<file path="src/rtl/equ_pkg.sv">
// Shared constants and types for the equalizer serial-to-parallel symbol buffer.
package equ_pkg;
  localparam int N_SC   = 12;
  localparam int DATA_W = 16;

  typedef logic [3:0] sc_idx_t;

  typedef enum logic [1:0] {EMPTY, FILLING, FULL} bank_state_t;

  function automatic logic lane_ok(input sc_idx_t idx, input int n_sc);
    return int'(idx) < n_sc;
  endfunction
endpackage

</file>
<file path="src/rtl/equ_serpar_buffer_if.sv">
// Equalizer-side write bus and demapper-side parallel symbol handshake.
interface equ_serpar_buffer_if
  #(parameter int DATA_W = equ_pkg::DATA_W,
    parameter int N_SC   = equ_pkg::N_SC);
  import equ_pkg::*;

  logic                     i_rst_ser_par;
  logic                     i_wr_en;
  sc_idx_t                  i_wr_add;
  logic signed [DATA_W-1:0] i_data_re;
  logic signed [DATA_W-1:0] i_data_im;
  logic                     i_done_equ;
  logic                     i_sym_ready;
  logic [N_SC*DATA_W-1:0]   o_sym_re;
  logic [N_SC*DATA_W-1:0]   o_sym_im;
  logic                     o_sym_valid;
  logic                     o_err_addr;
  logic                     o_err_incomplete;
  logic                     o_err_overflow;

  modport master (
    output i_rst_ser_par, i_wr_en, i_wr_add, i_data_re, i_data_im, i_done_equ, i_sym_ready,
    input  o_sym_re, o_sym_im, o_sym_valid, o_err_addr, o_err_incomplete, o_err_overflow
  );

  modport slave (
    input  i_rst_ser_par, i_wr_en, i_wr_add, i_data_re, i_data_im, i_done_equ, i_sym_ready,
    output o_sym_re, o_sym_im, o_sym_valid, o_err_addr, o_err_incomplete, o_err_overflow
  );
endinterface

</file>
<file path="src/rtl/equ_sc_bank.sv">
// One ping-pong bank: N_SC complex lane registers, a written-mask and the
// EMPTY -> FILLING -> FULL -> EMPTY bank state.
module equ_sc_bank
  #(parameter int DATA_W = equ_pkg::DATA_W,
    parameter int N_SC   = equ_pkg::N_SC)
  (
    input  logic                     i_clk_equ,
    input  logic                     i_rst,
    input  logic                     i_clr,
    input  logic                     i_wr,
    input  equ_pkg::sc_idx_t         i_wr_lane,
    input  logic signed [DATA_W-1:0] i_wr_re,
    input  logic signed [DATA_W-1:0] i_wr_im,
    input  logic                     i_commit,
    input  logic                     i_drop,
    input  logic                     i_release,
    output logic                     o_full,
    output logic                     o_complete,
    output logic [N_SC*DATA_W-1:0]   o_lanes_re,
    output logic [N_SC*DATA_W-1:0]   o_lanes_im
  );
  import equ_pkg::*;

  bank_state_t              r_state, w_state_next;
  logic [N_SC-1:0]          r_mask, w_mask_next, w_lane_bit;
  logic signed [DATA_W-1:0] r_re [N_SC];
  logic signed [DATA_W-1:0] r_im [N_SC];
  logic                     w_wr_ok;

  assign w_wr_ok    = i_wr & (r_state != FULL);
  assign w_lane_bit = w_wr_ok ? ((N_SC)'(1) << i_wr_lane) : '0;

  always_ff @(posedge i_clk_equ) begin
    if (i_rst) begin
      r_state <= EMPTY;
      r_mask  <= '0;
    end else begin
      r_state <= w_state_next;
      r_mask  <= w_mask_next;
    end
  end

  // A clear or rejected done wipes the mask first; a same-cycle write then re-marks its lane.
  always_comb begin
    w_state_next = r_state;
    w_mask_next  = r_mask;
    case (r_state)
      FULL: begin
        if (i_release) w_state_next = EMPTY;
      end
      default: begin
        if (i_commit) begin
          w_state_next = FULL;
          w_mask_next  = '0;
        end else begin
          if (i_clr || i_drop) w_mask_next = '0;
          w_mask_next  = w_mask_next | w_lane_bit;
          w_state_next = (w_mask_next == '0) ? EMPTY : FILLING;
        end
      end
    endcase
  end

  always_ff @(posedge i_clk_equ) begin
    if (w_wr_ok) begin
      r_re[i_wr_lane] <= i_wr_re;
      r_im[i_wr_lane] <= i_wr_im;
    end
  end

  assign o_full     = (r_state == FULL);
  assign o_complete = &r_mask;

  generate
    for (genvar gi = 0; gi < N_SC; gi++) begin : g_lane
      assign o_lanes_re[gi*DATA_W +: DATA_W] = r_re[gi];
      assign o_lanes_im[gi*DATA_W +: DATA_W] = r_im[gi];
    end
  endgenerate
endmodule

</file>
<file path="src/rtl/equ_serpar_buffer.sv">
// Collects serially equalized subcarriers into ping-pong banks and presents
// each completed SC-FDMA symbol in parallel to the demapper.
module equ_serpar_buffer
  #(parameter int DATA_W = equ_pkg::DATA_W,
    parameter int N_SC   = equ_pkg::N_SC)
  (
    input  logic               i_clk_equ,
    input  logic               i_rst,
    equ_serpar_buffer_if.slave bus
  );
  import equ_pkg::*;

  logic                   r_wr_bank, r_rd_bank;
  logic                   r_err_addr, r_err_incomplete, r_err_overflow;
  logic [1:0]             w_full, w_complete;
  logic [N_SC*DATA_W-1:0] w_lanes_re [2];
  logic [N_SC*DATA_W-1:0] w_lanes_im [2];
  logic                   w_fill_full, w_addr_ok, w_wr, w_commit, w_drop, w_hs;

  // The fill bank can only be full when both banks hold pending symbols.
  assign w_fill_full = w_full[r_wr_bank];
  assign w_addr_ok   = lane_ok(bus.i_wr_add, N_SC);
  assign w_wr        = bus.i_wr_en & w_addr_ok & ~w_fill_full;
  assign w_commit    = bus.i_done_equ & ~w_fill_full & w_complete[r_wr_bank];
  assign w_drop      = bus.i_done_equ & ~w_fill_full & ~w_complete[r_wr_bank];
  assign w_hs        = w_full[r_rd_bank] & bus.i_sym_ready;

  generate
    for (genvar gi = 0; gi < 2; gi++) begin : g_bank
      localparam logic BANK_ID = 1'(gi);
      logic w_sel_wr, w_sel_rd;
      assign w_sel_wr = (r_wr_bank == BANK_ID);
      assign w_sel_rd = (r_rd_bank == BANK_ID);

      equ_sc_bank #(.DATA_W(DATA_W), .N_SC(N_SC)) u_bank (
        .i_clk_equ  (i_clk_equ),
        .i_rst      (i_rst),
        .i_clr      (~bus.i_rst_ser_par & w_sel_wr),
        .i_wr       (w_wr & w_sel_wr),
        .i_wr_lane  (bus.i_wr_add),
        .i_wr_re    (bus.i_data_re),
        .i_wr_im    (bus.i_data_im),
        .i_commit   (w_commit & w_sel_wr),
        .i_drop     (w_drop & w_sel_wr),
        .i_release  (w_hs & w_sel_rd),
        .o_full     (w_full[gi]),
        .o_complete (w_complete[gi]),
        .o_lanes_re (w_lanes_re[gi]),
        .o_lanes_im (w_lanes_im[gi])
      );
    end
  endgenerate

  always_ff @(posedge i_clk_equ) begin
    if (i_rst) begin
      r_wr_bank        <= 1'b0;
      r_rd_bank        <= 1'b0;
      r_err_addr       <= 1'b0;
      r_err_incomplete <= 1'b0;
      r_err_overflow   <= 1'b0;
    end else begin
      if (w_commit) r_wr_bank <= ~r_wr_bank;
      if (w_hs)     r_rd_bank <= ~r_rd_bank;
      r_err_addr       <= bus.i_wr_en & ~w_addr_ok;
      r_err_incomplete <= w_drop;
      r_err_overflow   <= w_fill_full & (bus.i_wr_en | bus.i_done_equ);
    end
  end

  assign bus.o_sym_valid      = w_full[r_rd_bank];
  assign bus.o_sym_re         = w_lanes_re[r_rd_bank];
  assign bus.o_sym_im         = w_lanes_im[r_rd_bank];
  assign bus.o_err_addr       = r_err_addr;
  assign bus.o_err_incomplete = r_err_incomplete;
  assign bus.o_err_overflow   = r_err_overflow;
endmodule

</file>
<file path="src/flat_wrapper.sv">
// flat-port wrapper written by rule: the top's interface ports become plain ports
module equ_serpar_buffer_flat import equ_pkg::*;
#(parameter int DATA_W = equ_pkg::DATA_W,
    parameter int N_SC   = equ_pkg::N_SC)
  (i_clk_equ, i_rst, bus_i_rst_ser_par, bus_i_wr_en, bus_i_wr_add, bus_i_data_re, bus_i_data_im, bus_i_done_equ, bus_i_sym_ready, bus_o_sym_re, bus_o_sym_im, bus_o_sym_valid, bus_o_err_addr, bus_o_err_incomplete, bus_o_err_overflow);
  equ_serpar_buffer_if #(.DATA_W(DATA_W), .N_SC(N_SC)) bus_i ();
  input  logic i_clk_equ;
  input  logic i_rst;
  input wire logic [$bits(bus_i.i_rst_ser_par)-1:0] bus_i_rst_ser_par;
  input wire logic [$bits(bus_i.i_wr_en)-1:0] bus_i_wr_en;
  input wire logic [$bits(bus_i.i_wr_add)-1:0] bus_i_wr_add;
  input wire logic [$bits(bus_i.i_data_re)-1:0] bus_i_data_re;
  input wire logic [$bits(bus_i.i_data_im)-1:0] bus_i_data_im;
  input wire logic [$bits(bus_i.i_done_equ)-1:0] bus_i_done_equ;
  input wire logic [$bits(bus_i.i_sym_ready)-1:0] bus_i_sym_ready;
  output wire logic [$bits(bus_i.o_sym_re)-1:0] bus_o_sym_re;
  output wire logic [$bits(bus_i.o_sym_im)-1:0] bus_o_sym_im;
  output wire logic [$bits(bus_i.o_sym_valid)-1:0] bus_o_sym_valid;
  output wire logic [$bits(bus_i.o_err_addr)-1:0] bus_o_err_addr;
  output wire logic [$bits(bus_i.o_err_incomplete)-1:0] bus_o_err_incomplete;
  output wire logic [$bits(bus_i.o_err_overflow)-1:0] bus_o_err_overflow;
  assign bus_i.i_rst_ser_par = bus_i_rst_ser_par;
  assign bus_i.i_wr_en = bus_i_wr_en;
  assign bus_i.i_wr_add = bus_i_wr_add;
  assign bus_i.i_data_re = bus_i_data_re;
  assign bus_i.i_data_im = bus_i_data_im;
  assign bus_i.i_done_equ = bus_i_done_equ;
  assign bus_i.i_sym_ready = bus_i_sym_ready;
  assign bus_o_sym_re = bus_i.o_sym_re;
  assign bus_o_sym_im = bus_i.o_sym_im;
  assign bus_o_sym_valid = bus_i.o_sym_valid;
  assign bus_o_err_addr = bus_i.o_err_addr;
  assign bus_o_err_incomplete = bus_i.o_err_incomplete;
  assign bus_o_err_overflow = bus_i.o_err_overflow;
  equ_serpar_buffer #(.DATA_W(DATA_W), .N_SC(N_SC)) u_core (.i_clk_equ(i_clk_equ), .i_rst(i_rst), .bus(bus_i));
endmodule
</file>
<file path="config.mk">
export PLATFORM = sky130hd
export DESIGN_NAME = equ_serpar_buffer_flat
export DESIGN_NICKNAME = d
export VERILOG_FILES = /design/src/rtl/equ_pkg.sv /design/src/rtl/equ_serpar_buffer_if.sv /design/src/rtl/equ_sc_bank.sv /design/src/rtl/equ_serpar_buffer.sv /design/src/flat_wrapper.sv
export SDC_FILE = /design/constraint.sdc
export NUM_CORES = 1
export LEC_CHECK = 0
export CORE_ASPECT_RATIO = 1.25
export CORE_MARGIN = 1.5
export CORE_UTILIZATION = 27
export DETAILED_ROUTE_END_ITERATION = 8
export PLACE_DENSITY = 0.57
export SYNTH_ARGS = -nofsm -noshare
export SYNTH_HDL_FRONTEND = slang
export SYNTH_SLANG_ARGS = --single-unit
</file>
<file path="constraint.sdc">
create_clock -name i_clk_equ -period 2.8 [get_ports i_clk_equ]
set_input_delay 0.56 -clock i_clk_equ [delete_from_list [all_inputs] [get_ports i_clk_equ]]
set_output_delay 0.56 -clock i_clk_equ [all_outputs]
set_load 0.05 [all_outputs]
</file>
---- Yosys cells after proc, flatten, opt, wreduce, memory -nomap -nowiden ----
Memories as Yosys holds them, arrays and structs flattened.
Index checks and enable logic that the tools add are counted.
Widths: inputs -> output; s select.
operators by class
  reductions and logical operators ........ 6
  bitwise logic cells ..................... 30
  multiplexer cells ....................... 34
  order comparisons ....................... 4
  equal/unequal tests ..................... 6
  shifts and indexed selects .............. 1
operators with widths
  operator              count
  $mux 192              6
  $mux 12               10
  $logic_not 12->1      2
  $or 12x12->12         2
  $reduce_and 12->1     2
  $and 1x1->1           20
  $mux 1                12
  $mux 2                6
  $shl 1x4->12 const A  1
  $ne 2x2->1 const B    4
  $not 1->1             6
  $eq 2x2->1 const B    2
  $lt 1x2->1 const B    2
  $lt 4x4->1 const B    1
  $ge 2x2->1 const B    1
  $logic_or 1x1->1      2
  $not 1->2             1
  $or 1x1->1            1
storage, ports and cells
  output and inout port bits .............. 388
  bits in writable memories ............... 768
  flip-flop bits (word level) ............. 33
  memories ................................ 4
memories
  memory                        depth  width  rd ports  clocked after Yosys merged registers in  write ports  RTL line           source
  u_core.g_bank[0].u_bank.r_im  12     16     12        0                                        1            equ_sc_bank.sv:27  logic signed [DATA_W-1:0] r_im [N_SC];
  u_core.g_bank[0].u_bank.r_re  12     16     12        0                                        1            equ_sc_bank.sv:26  logic signed [DATA_W-1:0] r_re [N_SC];
  u_core.g_bank[1].u_bank.r_im  12     16     12        0                                        1            equ_sc_bank.sv:27
  u_core.g_bank[1].u_bank.r_re  12     16     12        0                                        1            equ_sc_bank.sv:26

---- Longest topological paths before layout ----
  depth after elaboration ................. 16
  depth in mapped cells ................... 7
  mapped depth without buffers ............ 5

---- Hierarchy ----
From an unflattened synthesis, not the netlist that was laid out.
second synthesis, totals
  cells, all modules ...................... 1,373
  area total of the unflattened synthesis .. 30,658.2 sq um
modules (own cells, without submodules)
  module             cells each  instances  sequential area each (sq um)  area each (sq um)
  equ_sc_bank        458         2          11,811.3                      12,220.5
  equ_serpar_buffer  457         1          100.1                         6,217.2

---- Least setup slack after synthesis ----
OpenSTA, ideal clock, no wires.
  path type ............................... input to register
  from .................................... in bus_i_wr_add[3]
  to ...................................... mem u_core.g_bank[0].u_bank.r_im[0][0], enable pin
  stages on the path ...................... 3
  data required time ...................... 2.379 ns
  data arrival time ....................... 2.416 ns
  buffers on the path ..................... 0
  path slack .............................. -0.037 ns
  cells stage by stage .................... nor3b_1 nand2_1 nor2_1
between the ends
  word-level cells in the longest chain between the ends .. 7
ends and longest elaborated chain
  item                          RTL line                 source
  start: declaration            flat_wrapper.sv:11       input wire logic [$bits(bus_i.i_wr_add)-1:0] bus_i_wr_add;
  $lt 4x4->1                    equ_pkg.sv:11            return int'(idx) < n_sc;
  $and 1x1->1 (2 in series)     equ_serpar_buffer.sv:23  assign w_wr = bus.i_wr_en & w_addr_ok & ~w_fill_full;
  $and 1x1->1                   equ_serpar_buffer.sv:39  .i_wr (w_wr & w_sel_wr),
  $and 1x1->1                   equ_sc_bank.sv:30        assign w_wr_ok = i_wr & (r_state != FULL);
  $mux 1                        equ_sc_bank.sv:65        if (w_wr_ok) begin
  $mux 1 (not written as such)  equ_sc_bank.sv:67        r_im[i_wr_lane] <= i_wr_im;
  end: declaration              equ_sc_bank.sv:27
Several ways; a longest one is shown, not always the timed one.

---- Final worst setup path ----
  from .................................... reg u_core.r_rd_bank, in the netlist u_core.g_bank[1].w_sel_rd
  to ...................................... out bus_o_sym_im[137]
between the ends
  word-level cells in the longest chain between the ends .. 4
ends and longest elaborated chain
  item                                          RTL line                 source
  start: declaration                            equ_serpar_buffer.sv:13  logic r_wr_bank, r_rd_bank;
  start signal: assignment                      equ_serpar_buffer.sv:63  if (w_hs) r_rd_bank <= ~r_rd_bank;
  $not 1->2 (not written as such)               equ_serpar_buffer.sv:72  assign bus.o_sym_im = w_lanes_im[r_rd_bank];
  $mux 192 (not written as such) (3 in series)  equ_serpar_buffer.sv:72
  end: declaration                              flat_wrapper.sv:17       output wire logic [$bits(bus_i.o_sym_im)-1:0] bus_o_sym_im;
No other way between the ends. The select of a mux whose other input is x is not followed.

==> results.md <==
* First-pass GRT wire length at 115 mm
* Num rows at 134
* RSZ-0062 raised after global routing: yes
* DRC violations left at 0
* Clock network fraction of total power at 43.3%
* Synth unique cells at 36
* Ratio of cells with drive above 1 in the final layout at 51.6%
* DRT Pass-1 Iters at 5
* Worst-Skew Late Latency at 650 ps
* Worst path slowest cell: dfxtp_4
* # setup viols final at 0
* Grt ovf at 0
* Tmin final at 2780 ps
* Fin worst setup slack at 22.2 ps
* Crit. End Element: primary output
* Post-synthesis mux area share at 14.9%
* Finished Cell Area at 40400 sq um
* Switching Power at 5260 uW
* Post-synth design cell area at 29100 sq um
* Worst IR drop on VDD at 0.478 mV
* P per Cell Area at 615 nW/um^2
* Final Skew at 29.0 ps
* Post-DP HPWL at 52.6 mm
* Initial antenna violation count at 5
* IO Port Bufs at 429
* Crit path max fanout at 7
* Most frequent CP cell: buf_12
* XOR/XNOR Fraction of Synth Area at 0%
* Yosys top cell area share at 79.2%
* Sink Count at 801
* Crit share post-route at 99.2%
* Hold Fails Final Rpt at 0
* CTS tree: done
* Register area share after synthesis at 81.5%
* Peak Freq at 360 MHz
* Clock slew at reported path FFs at 60 ps
* 1st-iter DRT viols at 923
* Met2 Resource Use GR at 25.0%
* Worst slack, placed at 176 ps
* Area after DPL at 35300 sq um
* Initial Util at 27.3%
* Largest family of logic cells by synthesized area: multiplexers
* GRT Total Usage at 14.9%
* Commonest non-fill, non-tap cell in the layout: edfxtp_1
* Synthesis Warnings at 0
* Routability Congestion at 0.777
* Nets at 2024
* Routed len/inst at 24.3 microns
* Clk buf depth at 3
* H-tree Lvls at 3
* GR Layer Usage met3 at 4.06%
* Final Instance Count excl. Fillers at 3475
* Hold Path Class: reg2reg
* Die area at 110000 sq um
* Max-slew violation count at 0
* CP Data Required Time at 2240 ps
* Chip width at 297 microns
* EDFF count, synth at 768
* Seq cells post-synth at 801
* Post-Syn Area per Cell at 21.0 sq um
* Diodes inserted at 0
* Final WL at 84.6 mm
* Die Y at 370 microns
* Worst path cell trace: buf_12 -> buf_16 -> buf_12 -> buf_12 -> buf_16 -> mux2_4 -> buf_8
* Total number of vias at 15300
* Total CTS buffers at 83
* Vias per cell at 4.41
* Layout area overhead at 38.9%
* Max-Cap Viols at 0
* CTS root buf: clkbuf_16
* Core Area at 107000 sq um
* CP startpoint kind: flop
* Status: complete, no violations
* Top_reg_cell synth: edfxtp_1
* Largest net degree at the start of global routing at 33
* Int Power at 19600 uW
* Combinational group share of total power at 3.6%
* Ys async rst share at 0%
* Post-Synthesis Cells at 1388
* Most frequent cells in the layout: edfxtp_1, mux2_2, buf_4
* Antenna-violating nets left at 0
* Slew @ Worst Pin at 814 ps
* Slew HR at 45.7%
* Adder-cell area share of the yosys netlist at 0%
* Synth Area in Compound Gates at 0.929%
* Met1 usage at 18.4%
* Switching share of power at 21.2%
* Pleak at 0.0138 uW
* Post-synthesis simple-gate area fraction at 1.87%
* Placed Cells at 3276
* Setup TNS at 0 ps
* Slowest cell delay on critical path at 350 ps
* Syn nets at 1430
* I/O Pins at 430
* Critical Path AT at 2220 ps
* GR peak layer: met2
* Number of global-route vias before repair at 15900
* Final Power at 24900 uW
* Synth area leader: edfxtp_1
* CP Class: reg2out
* Largest cells by area after synthesis: edfxtp_1, mux2_2, dfxtp_1
* CTS Hold Buffers Added at 0
* Sequential share of power at 53.1%
synthesized netlist by cell type (all sizes together), types with 2 or more instances:
library cell / n
nor3: 2
nor2b: 3
nand3: 8
buf: 43
or3: 3
a31oi: 4
nand2: 29
nor4: 8
a21oi: 4
or2: 2
o21ai: 14
mux2: 384
clkbuf: 9
nand2b: 3
nand4: 3
edfxtp: 768
dfxtp: 33
nor2: 42
a311oi: 2
nor3b: 3
a22o: 12
power groups by stage:
stage	sequential, uW	combinational [uW]	clock [uW]
CTS	13200	908	11100
floorplan	13500	311	0
global placement	13500	870	0
finish	13200	897	10800
detailed placement	13500	885	0
global route	13200	947	11500
flip-flops by register name, summed over array words and instances, names as in the netlist:
register                      cells
u_core.g_bank.u_bank.r_im       384
u_core.g_bank.u_bank.r_re       384
u_core.g_bank.u_bank.r_mask      24
u_core.g_bank.u_bank.r_state      4
u_core.bus.o_err_addr             1
u_core.bus.o_err_incomplete       1
u_core.bus.o_err_overflow         1
u_core.g_bank.w_sel_rd            1
u_core.g_bank.w_sel_wr            1
layout make-up:
cell class              instances  area (sq um)
flip-flops and latches        801         23700
multi-input cells             534          5790
clock buffers                 113          2290
repair buffers                561          6470
fillers                      9749         66400
well taps                    1428          1790
inverters                       1          3.75
clock inverters                37           355
kinds of logic (layout without fill, tap and decap cells):
kind of cell | after synthesis | in the layout
AOI/OAI and AO/OA | 40 | 40
and+or+nand+nor | 110 | 110
buffers and inverters | 53 | 712
muxes | 384 | 384
DFF | 801 | 801
path summary, 6_finish.rpt:
kind	from	end	slack [ps]	cells past startpoint
setup / recovery	u_core.g_bank[1].w_sel_rd	bus_o_sym_im[137]	20	7
hold / removal	u_core.g_bank[1].u_bank.r_mask[0]	u_core.g_bank[1].u_bank.r_mask[0]	470	2
setup reg to reg	u_core.g_bank[1].u_bank.r_state[1]	u_core.g_bank[1].u_bank.r_im[8][6]	710	5
hold reg to reg	u_core.g_bank[1].u_bank.r_mask[0]	u_core.g_bank[1].u_bank.r_mask[0]	470	2
worst max-delay path, delay by kind of cell, from the launching register on:
kind | cells | cell delay [ps]
flip-flops | 1 | 350
buffers and inverters | 6 | 860
multiplexers | 1 | 330
per-stage QoR:
stage | hold WS, ps | utilization (%)
6_report | 469 | 37.9
3_5_place_dp | 465 | 33.0
5_1_grt | 497 | 37.9
4_1_cts | 471 | 37.1
3_3_place_gp | 455 | 33.0
2_1_floorplan | 440 | -
per-layer routing:
metal	share of wire (%)	vias to the layer above	routed length, microns
li1	-	6710	-
met1	41	7939	34500
met2	50	545	42000
met3	6.6	129	5600
met4	2.8	2	2410
met5	0.015	-	13
repair_timing:
item / 4_1_cts / 5_1_grt
cloned: 15 / 8
buffers inserted: 28 / 2
setup endpoints to repair: 348 / 246
gates resized for setup: 380 / 203
Note: power is estimated with default switching activity, not from simulation.
